## src/rtl/wshb_arb_pkg.sv

```systemverilog
// Shared types and helpers for the two-master Wishbone round-robin arbiter.
//   arb_state_t : arbiter grant state (IDLE, GNT0, GNT1)
//   next_grant  : round-robin pick from two requests and the previous winner
//   *_W         : fixed Wishbone side-band widths
package wshb_arb_pkg;

    localparam int SEL_W = 4;
    localparam int CTI_W = 3;
    localparam int BTE_W = 2;

    typedef enum logic [1:0] {
        IDLE = 2'd0,
        GNT0 = 2'd1,
        GNT1 = 2'd2
    } arb_state_t;

    // last_grant: 0 = master 0 won last, 1 = master 1 won last.
    // On a tie the master that did not win last time is chosen.
    function automatic arb_state_t next_grant(input logic req0,
                                              input logic req1,
                                              input logic last_grant);
        arb_state_t res;
        if (req0 && req1) begin
            res = last_grant ? GNT0 : GNT1;
        end else if (req0) begin
            res = GNT0;
        end else if (req1) begin
            res = GNT1;
        end else begin
            res = IDLE;
        end
        return res;
    endfunction

endpackage

```

## src/rtl/wshb_if.sv

```systemverilog
// Wishbone classic bus bundle.
//   master modport : drives cyc/stb/we/adr/dat_ms/sel/cti/bte, receives ack/dat_sm
//   slave  modport : the reverse
interface wshb_if
    import wshb_arb_pkg::*;
#(
    parameter int AW = 32,
    parameter int DW = 32
) ();

    logic             cyc;
    logic             stb;
    logic             we;
    logic [AW-1:0]    adr;
    logic [DW-1:0]    dat_ms;
    logic [SEL_W-1:0] sel;
    logic [CTI_W-1:0] cti;
    logic [BTE_W-1:0] bte;
    logic             ack;
    logic [DW-1:0]    dat_sm;

    modport master (
        output cyc, stb, we, adr, dat_ms, sel, cti, bte,
        input  ack, dat_sm
    );

    modport slave (
        input  cyc, stb, we, adr, dat_ms, sel, cti, bte,
        output ack, dat_sm
    );

endinterface

```

## src/rtl/wshb_rr_arbiter.sv

```systemverilog
// Two-master / one-slave Wishbone classic round-robin arbiter.
// m0 is the pattern writer, m1 the VGA framebuffer reader, s the SDRAM
// controller port.
//   clk       : system clock, rising edge
//   rst       : asynchronous reset, active high
//   m0, m1    : master-facing ports (requests in, ack/dat_sm out)
//   s         : slave-facing port (muxed request out, ack/dat_sm in)
// Parameters:
//   MAX_BURST : acks per grant before a forced handover to a waiting
//               master; 0 disables forced handover
//   AW, DW    : address / data width
module wshb_rr_arbiter
    import wshb_arb_pkg::*;
#(
    parameter int MAX_BURST = 0,
    parameter int AW        = 32,
    parameter int DW        = 32
) (
    input  logic   clk,
    input  logic   rst,
    wshb_if.slave  m0,
    wshb_if.slave  m1,
    wshb_if.master s
);

    localparam int CW = (MAX_BURST > 0) ? $clog2(MAX_BURST + 1) : 1;
    localparam logic [CW-1:0] CNT_LAST = CW'((MAX_BURST > 0) ? (MAX_BURST - 1) : 0);

    arb_state_t    state;
    logic          last_grant;
    logic [CW-1:0] burst_cnt;
    logic [CW-1:0] cnt_inc;
    logic          quota_hit;

    // Quota reached on this ack: the grant may be handed over at this edge,
    // so the transfer being acked completes and nothing is aborted.
    always_comb begin
        quota_hit = (MAX_BURST > 0) && s.ack && (burst_cnt == CNT_LAST);
        if ((MAX_BURST > 0) && (burst_cnt == CNT_LAST)) begin
            cnt_inc = burst_cnt;
        end else begin
            cnt_inc = burst_cnt + 1'b1;
        end
    end

    always_ff @(posedge clk or posedge rst) begin
        if (rst) begin
            state      <= IDLE;
            last_grant <= 1'b1;
            burst_cnt  <= '0;
        end else begin
            case (state)
                IDLE: begin
                    burst_cnt <= '0;
                    case (next_grant(m0.cyc, m1.cyc, last_grant))
                        GNT0: begin
                            state      <= GNT0;
                            last_grant <= 1'b0;
                        end
                        GNT1: begin
                            state      <= GNT1;
                            last_grant <= 1'b1;
                        end
                        default: state <= IDLE;
                    endcase
                end

                GNT0: begin
                    if (!m0.cyc) begin
                        // Release goes straight to the waiting master, no IDLE bubble.
                        burst_cnt <= '0;
                        if (m1.cyc) begin
                            state      <= GNT1;
                            last_grant <= 1'b1;
                        end else begin
                            state <= IDLE;
                        end
                    end else if (quota_hit && m1.cyc) begin
                        state      <= GNT1;
                        last_grant <= 1'b1;
                        burst_cnt  <= '0;
                    end else if (s.ack) begin
                        burst_cnt <= cnt_inc;
                    end
                end

                GNT1: begin
                    if (!m1.cyc) begin
                        burst_cnt <= '0;
                        if (m0.cyc) begin
                            state      <= GNT0;
                            last_grant <= 1'b0;
                        end else begin
                            state <= IDLE;
                        end
                    end else if (quota_hit && m0.cyc) begin
                        state      <= GNT0;
                        last_grant <= 1'b0;
                        burst_cnt  <= '0;
                    end else if (s.ack) begin
                        burst_cnt <= cnt_inc;
                    end
                end

                default: begin
                    state     <= IDLE;
                    burst_cnt <= '0;
                end
            endcase
        end
    end

    // Datapath mux follows the registered grant, so an ack arriving in the
    // cycle the grant changes is still routed to the old grantee.
    logic             mux_cyc;
    logic             mux_stb;
    logic             mux_we;
    logic [AW-1:0]    mux_adr;
    logic [DW-1:0]    mux_dat;
    logic [SEL_W-1:0] mux_sel;
    logic [CTI_W-1:0] mux_cti;
    logic [BTE_W-1:0] mux_bte;
    logic             ack0;
    logic             ack1;

    always_comb begin
        mux_cyc = 1'b0;
        mux_stb = 1'b0;
        mux_we  = 1'b0;
        mux_adr = '0;
        mux_dat = '0;
        mux_sel = '0;
        mux_cti = '0;
        mux_bte = '0;
        ack0    = 1'b0;
        ack1    = 1'b0;
        case (state)
            GNT0: begin
                mux_cyc = m0.cyc;
                mux_stb = m0.stb;
                mux_we  = m0.we;
                mux_adr = m0.adr;
                mux_dat = m0.dat_ms;
                mux_sel = m0.sel;
                mux_cti = m0.cti;
                mux_bte = m0.bte;
                ack0    = s.ack;
            end
            GNT1: begin
                mux_cyc = m1.cyc;
                mux_stb = m1.stb;
                mux_we  = m1.we;
                mux_adr = m1.adr;
                mux_dat = m1.dat_ms;
                mux_sel = m1.sel;
                mux_cti = m1.cti;
                mux_bte = m1.bte;
                ack1    = s.ack;
            end
            default: ;
        endcase
    end

    assign s.cyc     = mux_cyc;
    assign s.stb     = mux_stb;
    assign s.we      = mux_we;
    assign s.adr     = mux_adr;
    assign s.dat_ms  = mux_dat;
    assign s.sel     = mux_sel;
    assign s.cti     = mux_cti;
    assign s.bte     = mux_bte;

    assign m0.ack    = ack0;
    assign m1.ack    = ack1;
    assign m0.dat_sm = s.dat_sm;
    assign m1.dat_sm = s.dat_sm;

endmodule

```

## src/flat_wrapper.sv

```systemverilog
// flat-port wrapper written by rule: the top's interface ports become plain ports
module wshb_rr_arbiter_flat import wshb_arb_pkg::*;
#(
    parameter int MAX_BURST = 0,
    parameter int AW        = 32,
    parameter int DW        = 32
)
  (clk, rst, m0_cyc, m0_stb, m0_we, m0_adr, m0_dat_ms, m0_sel, m0_cti, m0_bte, m0_ack, m0_dat_sm, m1_cyc, m1_stb, m1_we, m1_adr, m1_dat_ms, m1_sel, m1_cti, m1_bte, m1_ack, m1_dat_sm, s_cyc, s_stb, s_we, s_adr, s_dat_ms, s_sel, s_cti, s_bte, s_ack, s_dat_sm);
  wshb_if #(.AW(AW), .DW(DW)) m0_i ();
  wshb_if #(.AW(AW), .DW(DW)) m1_i ();
  wshb_if #(.AW(AW), .DW(DW)) s_i ();
  input  logic clk;
  input  logic rst;
  input wire logic [$bits(m0_i.cyc)-1:0] m0_cyc;
  input wire logic [$bits(m0_i.stb)-1:0] m0_stb;
  input wire logic [$bits(m0_i.we)-1:0] m0_we;
  input wire logic [$bits(m0_i.adr)-1:0] m0_adr;
  input wire logic [$bits(m0_i.dat_ms)-1:0] m0_dat_ms;
  input wire logic [$bits(m0_i.sel)-1:0] m0_sel;
  input wire logic [$bits(m0_i.cti)-1:0] m0_cti;
  input wire logic [$bits(m0_i.bte)-1:0] m0_bte;
  output wire logic [$bits(m0_i.ack)-1:0] m0_ack;
  output wire logic [$bits(m0_i.dat_sm)-1:0] m0_dat_sm;
  input wire logic [$bits(m1_i.cyc)-1:0] m1_cyc;
  input wire logic [$bits(m1_i.stb)-1:0] m1_stb;
  input wire logic [$bits(m1_i.we)-1:0] m1_we;
  input wire logic [$bits(m1_i.adr)-1:0] m1_adr;
  input wire logic [$bits(m1_i.dat_ms)-1:0] m1_dat_ms;
  input wire logic [$bits(m1_i.sel)-1:0] m1_sel;
  input wire logic [$bits(m1_i.cti)-1:0] m1_cti;
  input wire logic [$bits(m1_i.bte)-1:0] m1_bte;
  output wire logic [$bits(m1_i.ack)-1:0] m1_ack;
  output wire logic [$bits(m1_i.dat_sm)-1:0] m1_dat_sm;
  output wire logic [$bits(s_i.cyc)-1:0] s_cyc;
  output wire logic [$bits(s_i.stb)-1:0] s_stb;
  output wire logic [$bits(s_i.we)-1:0] s_we;
  output wire logic [$bits(s_i.adr)-1:0] s_adr;
  output wire logic [$bits(s_i.dat_ms)-1:0] s_dat_ms;
  output wire logic [$bits(s_i.sel)-1:0] s_sel;
  output wire logic [$bits(s_i.cti)-1:0] s_cti;
  output wire logic [$bits(s_i.bte)-1:0] s_bte;
  input wire logic [$bits(s_i.ack)-1:0] s_ack;
  input wire logic [$bits(s_i.dat_sm)-1:0] s_dat_sm;
  assign m0_i.cyc = m0_cyc;
  assign m0_i.stb = m0_stb;
  assign m0_i.we = m0_we;
  assign m0_i.adr = m0_adr;
  assign m0_i.dat_ms = m0_dat_ms;
  assign m0_i.sel = m0_sel;
  assign m0_i.cti = m0_cti;
  assign m0_i.bte = m0_bte;
  assign m0_ack = m0_i.ack;
  assign m0_dat_sm = m0_i.dat_sm;
  assign m1_i.cyc = m1_cyc;
  assign m1_i.stb = m1_stb;
  assign m1_i.we = m1_we;
  assign m1_i.adr = m1_adr;
  assign m1_i.dat_ms = m1_dat_ms;
  assign m1_i.sel = m1_sel;
  assign m1_i.cti = m1_cti;
  assign m1_i.bte = m1_bte;
  assign m1_ack = m1_i.ack;
  assign m1_dat_sm = m1_i.dat_sm;
  assign s_cyc = s_i.cyc;
  assign s_stb = s_i.stb;
  assign s_we = s_i.we;
  assign s_adr = s_i.adr;
  assign s_dat_ms = s_i.dat_ms;
  assign s_sel = s_i.sel;
  assign s_cti = s_i.cti;
  assign s_bte = s_i.bte;
  assign s_i.ack = s_ack;
  assign s_i.dat_sm = s_dat_sm;
  wshb_rr_arbiter #(.MAX_BURST(MAX_BURST), .AW(AW), .DW(DW)) u_core (.clk(clk), .rst(rst), .m0(m0_i), .m1(m1_i), .s(s_i));
endmodule
```

## config.mk

```make
export PLATFORM = sky130hd
export DESIGN_NAME = wshb_rr_arbiter_flat
export DESIGN_NICKNAME = d
export VERILOG_FILES = /design/src/rtl/wshb_arb_pkg.sv /design/src/rtl/wshb_if.sv /design/src/rtl/wshb_rr_arbiter.sv /design/src/flat_wrapper.sv
export SDC_FILE = /design/constraint.sdc
export NUM_CORES = 1
export LEC_CHECK = 0
export BUFFER_PORTS_ARGS = -buffer_cell sky130_fd_sc_hd__buf_2
export CAP_MARGIN = 0
export CORE_AREA = 4 4 127 129
export CTS_CLUSTER_SIZE = 30
export DETAILED_ROUTE_END_ITERATION = 10
export DIE_AREA = 0 0 131 133
export GPL_TIMING_DRIVEN = 0
export PLACE_DENSITY = 0.5
export SLEW_MARGIN = 30
export SYNTH_ARGS = -nofsm -noshare
export SYNTH_HDL_FRONTEND = slang
export SYNTH_SLANG_ARGS = --single-unit
```

## constraint.sdc

```tcl
create_clock -name clk -period 4.7 [get_ports clk]
set_input_delay 0.94 -clock clk [delete_from_list [all_inputs] [get_ports clk]]
set_output_delay 0.94 -clock clk [all_outputs]
set_load 0.02 [all_outputs]
```

Yosys cells after proc, flatten, opt, wreduce, memory -nomap -nowiden
Index checks and enable logic that the tools add are counted.

word-level totals
  flip-flop bits (word level) = 3
  bits of input ports = 187
  output and inout port bits = 142
  logic and storage cells = 42

cells by class
  eq/ne operators = 9
  muxes and demuxes = 26
  reductions and logical operators = 5

operators by type and width
  kind                  number
  $pmux W32 S2          2
  $mux W2               7
  $ne A2 B2 Y1 const B  4
  $pmux W1 S2           4
  $pmux W2 S2           2
  $pmux W4 S2           1
  $mux W1               7
  $pmux W2 S3           1
  $pmux W3 S2           1
  $reduce_and A6 Y1     1
  $eq A2 B1 Y1 const B  2
  $eq A2 B2 Y1 const B  2
  $ne A3 B3 Y1 const B  1
  $pmux W1 S3           1
  $reduce_bool A3 Y1    1
  $logic_not A2 Y1      1
  $reduce_and A2 Y1     1
  $logic_and A1 B1 Y1   1

Depth between registers and ports, before layout
  depth after elaboration = 7
  depth in mapped cells = 8
  gate-level depth less buffers = 5

Least setup slack after synthesis
No wires, ideal clock.

  kind = reg2out
  start = reg u_core.state[0]
  end = out s_adr[10]
  data arrival time = 1.562 ns
  data required time = 3.760 ns
  setup slack = 2.198 ns
  stages on the path, launching flop included = 8
  path through = dfrtp_1 -> inv_1 -> ha_1 -> and2_1 -> buf_6 -> buf_6 -> buf_6 -> a22o_1

between the ends
  word-level cells in the longest chain between the ends = 2
  elaborated cells on any way between the ends = 3
  those cells by class = 2 x eq/ne; 1 x mux

ends and longest elaborated chain
  element                                              RTL line                RTL
  start, declared                                      wshb_rr_arbiter.sv:29   arb_state_t state;
  start signal, assigned                               wshb_rr_arbiter.sv:48   state <= IDLE;
  start signal, assigned                               wshb_rr_arbiter.sv:57   state <= GNT0;
  start signal, assigned                               wshb_rr_arbiter.sv:61   state <= GNT1;
  $eq A2 B2 Y1 / $eq A2 B1 Y1 (equally long branches)  wshb_rr_arbiter.sv:137  case (state)
  $pmux W32 S2 *                                       wshb_rr_arbiter.sv:137
  end, declared                                        flat_wrapper.sv:37      output wire logic [$bits(s_i.adr)-1:0] s_adr;

Every way passes the cells marked *; elsewhere a longest branch is shown, timed or not.

Final worst setup path
  start = reg u_core.state[0]
  end = out s_cti[2]

between the ends
  word-level cells in the longest chain between the ends = 2
  elaborated cells on any way between the ends = 3
  those cells by class = 2 x eq/ne; 1 x mux

ends and longest elaborated chain
  element                                              RTL line                RTL
  $eq A2 B2 Y1 / $eq A2 B1 Y1 (equally long branches)  wshb_rr_arbiter.sv:137
  $pmux W3 S2 *                                        wshb_rr_arbiter.sv:137
  end, declared                                        flat_wrapper.sv:40      output wire logic [$bits(s_i.cti)-1:0] s_cti;

Marked as above.

==> out/results.ini <==
[critical_path]
crit_required_ns=3.76
reg2reg_slack_ns=2.99
arrival_ns=2.10
crit_type=flop to output port
path_max_fanout=10
startpoint_type=flop
end_kind=output port

[drt]
drtIter0Drc=62
drt_wl_total_mm=9.24
vias=2552
drtPass1Iterations=4
route.detailed.drc=0
ant_nets=0
vias_per_cell=3.76
routedWlPerCell_microns=13.6

[place]
dpl.hpwl_mm=8.25
place_area_sq_um=3260
globalplace.congestion=0.753
portBuffers=296

[finish]
n_fill_cell=1698
antenna_cells=0
drive_above_1_share_pct=77.8
design_area_sq_um=3340
syn_to_final_growth_pct=116
layout.nets=682

[synth]
yosys-top-cells-area=a22o_1 43%, buf_4 32%, buf_6 4.4%
yosysTopAreaCell=a22o_1
synth-main-ff-cell=dfrtp_1
synth_most_common_cell=a22o_1
avgSynthCellArea_sq_um=8.11
synth_top_area_share_pct=43.2
synth_cell_types=20
synthTopCellsByCount=76 x a22o_1, 65 x buf_4, 9 x buf_2
syn_inst=190
yosys_warnings=0
syn_nets=381
synth_edf_count=0
synth-seq-area-share_pct=4.95
synth_seq_cells=3
synth_area_sq_um=1540
async_reset_ff_share_pct=100

[pwr]
leakage_nw=2.11
ir_drop_uv=183
powerDensity_nw_per_um2=367

[clocking]
h-tree-depth=1
ctsResizeCount=0
post_cts_buffers=0
cts.sink_count=3
tritoncts=built
clk_latency_ns=0.22
numCtsBuffers=3
cts.path.max_buffers=2
cts_hold_buf=0
path_clk_slew_ns=0.03
cts_root_buffer=clkbuf_16

[sta]
clock.fmax_mhz=329
hold_slack_ns=0.496
fin_worst_skew_ns=0.000196
rsz0062_at_grt=false
tightest_slew_ns=0.449
fin_tns_setup_ns=0
finalHoldViolCount=0
setup_viol_count_final=0
maxSlewViolCount=0
slew_headroom_pct=70.1
min_period_over_period_pct=64.7
period_needed_ns=3.04

[run_status]
status=finished, final reports clean

[global_routing]
grt_usage_pct=8.85
antenna_found_initial=1
grt_pass1_wl_mm=12.5
overflow=0
grt_max_degree=11
grt_pass1_vias=2472

[floorplanning]
core_area_sq_um=15000
ios=329
rows=45
fp.dieH_microns=133
chipWidth_microns=131
initial_core_util_pct=10.3
dieArea_sq_um=17400

[flow_run]
drv_cap=0

[min_path]
min_path_type=flop to flop

[sequential cells by signal (all words and copies together) (netlist names)]
signal and flops:
u_core.last_grant 1, u_core.state 2
[cells by family after synthesis]
logic type / share of synthesized area (%)
AND/OR/NAND/NOR: 3.65
AO/OA/AOI/OAI: 46.6
multiplexers: 0.649
flip-flops: 4.95
buffers and inverters: 40.9
adder cells (fa/ha/maj): 3.25
[cell type report]
class | instances | area, sq um | area share [%]
repair buffers | 296 | 1480 | 44.4
flip-flops and latches | 3 | 76.3 | 2.29
clock buffers | 4 | 78.8 | 2.36
multi-input cells | 99 | 835 | 25.0
inverters | 7 | 26.3 | 0.787
well taps | 188 | 235 | 7.05
plain buffers | 81 | 604 | 18.1
[worst max-delay path: stages, from the launching register on]
cell and delay (ns):
dfrtp_1 0.40, inv_1 0.09, ha_1 0.26, and2_1 0.23
buf_4 0.21, buf_2 0.26, a22o_1 0.22, buf_2 0.19
[placed cells by master (no fill, tap or decap)]
master,n
buf_4,65
buf_6,6
dfstp_2,1
nor2_1,1
a22o_1,76
buf_2,305
clkbuf_1,2
inv_2,1
nand2_1,4
dfrtp_1,2
and2_1,5
o41ai_1,2
clkbuf_16,3
ha_1,4
inv_1,6
mux2i_1,1
a2111oi_1,1
nor4_1,1
a31oi_1,1
a311oi_1,1
a21oi_1,2
[report_power, final]
| group | internal [W] | switching, W |
|---|---|---|
| logic | 0.000433 | 0.000608 |
| clock network | 0.000112 | 0.0000221 |
| registers | 0.0000398 | 0.00000900 |
[per-layer routing]
layer  vias up  GRT usage [%]  wire length (microns)
met5         -              0                     13
met4         2           1.26                     78
met3         8           1.90                   1030
met2       175           17.3                   4810
met1      1113           9.68                   3310
li1       1254              -                      -
[path summary, 6_finish.rpt]
kind                                   start           endpoint  cells past startpoint
min in group asynchronous                rst    u_core.state[1]                      2
min                        u_core.last_grant  u_core.last_grant                      2
max in group asynchronous                rst  u_core.last_grant                      2
max                          u_core.state[0]           s_cti[2]                      7
min reg2reg                u_core.last_grant  u_core.last_grant                      2
max reg2reg                  u_core.state[0]  u_core.last_grant                      8
[stage by stage]
stage | total power [W] | setup slack, ns | cells | util, %
2_1_floorplan | 0.000745 | 2.20 | 190 | -
3_3_place_gp | 0.00111 | 1.82 | 674 | 21.7
3_5_place_dp | 0.00110 | 1.81 | 674 | 21.7
4_1_cts | 0.00124 | 1.57 | 678 | 22.2
5_1_grt | 0.00131 | 1.50 | 678 | 22.2
6_report | 0.00122 | 1.66 | 678 | 22.2
Note: power is estimated with default switching activity, not from simulation.
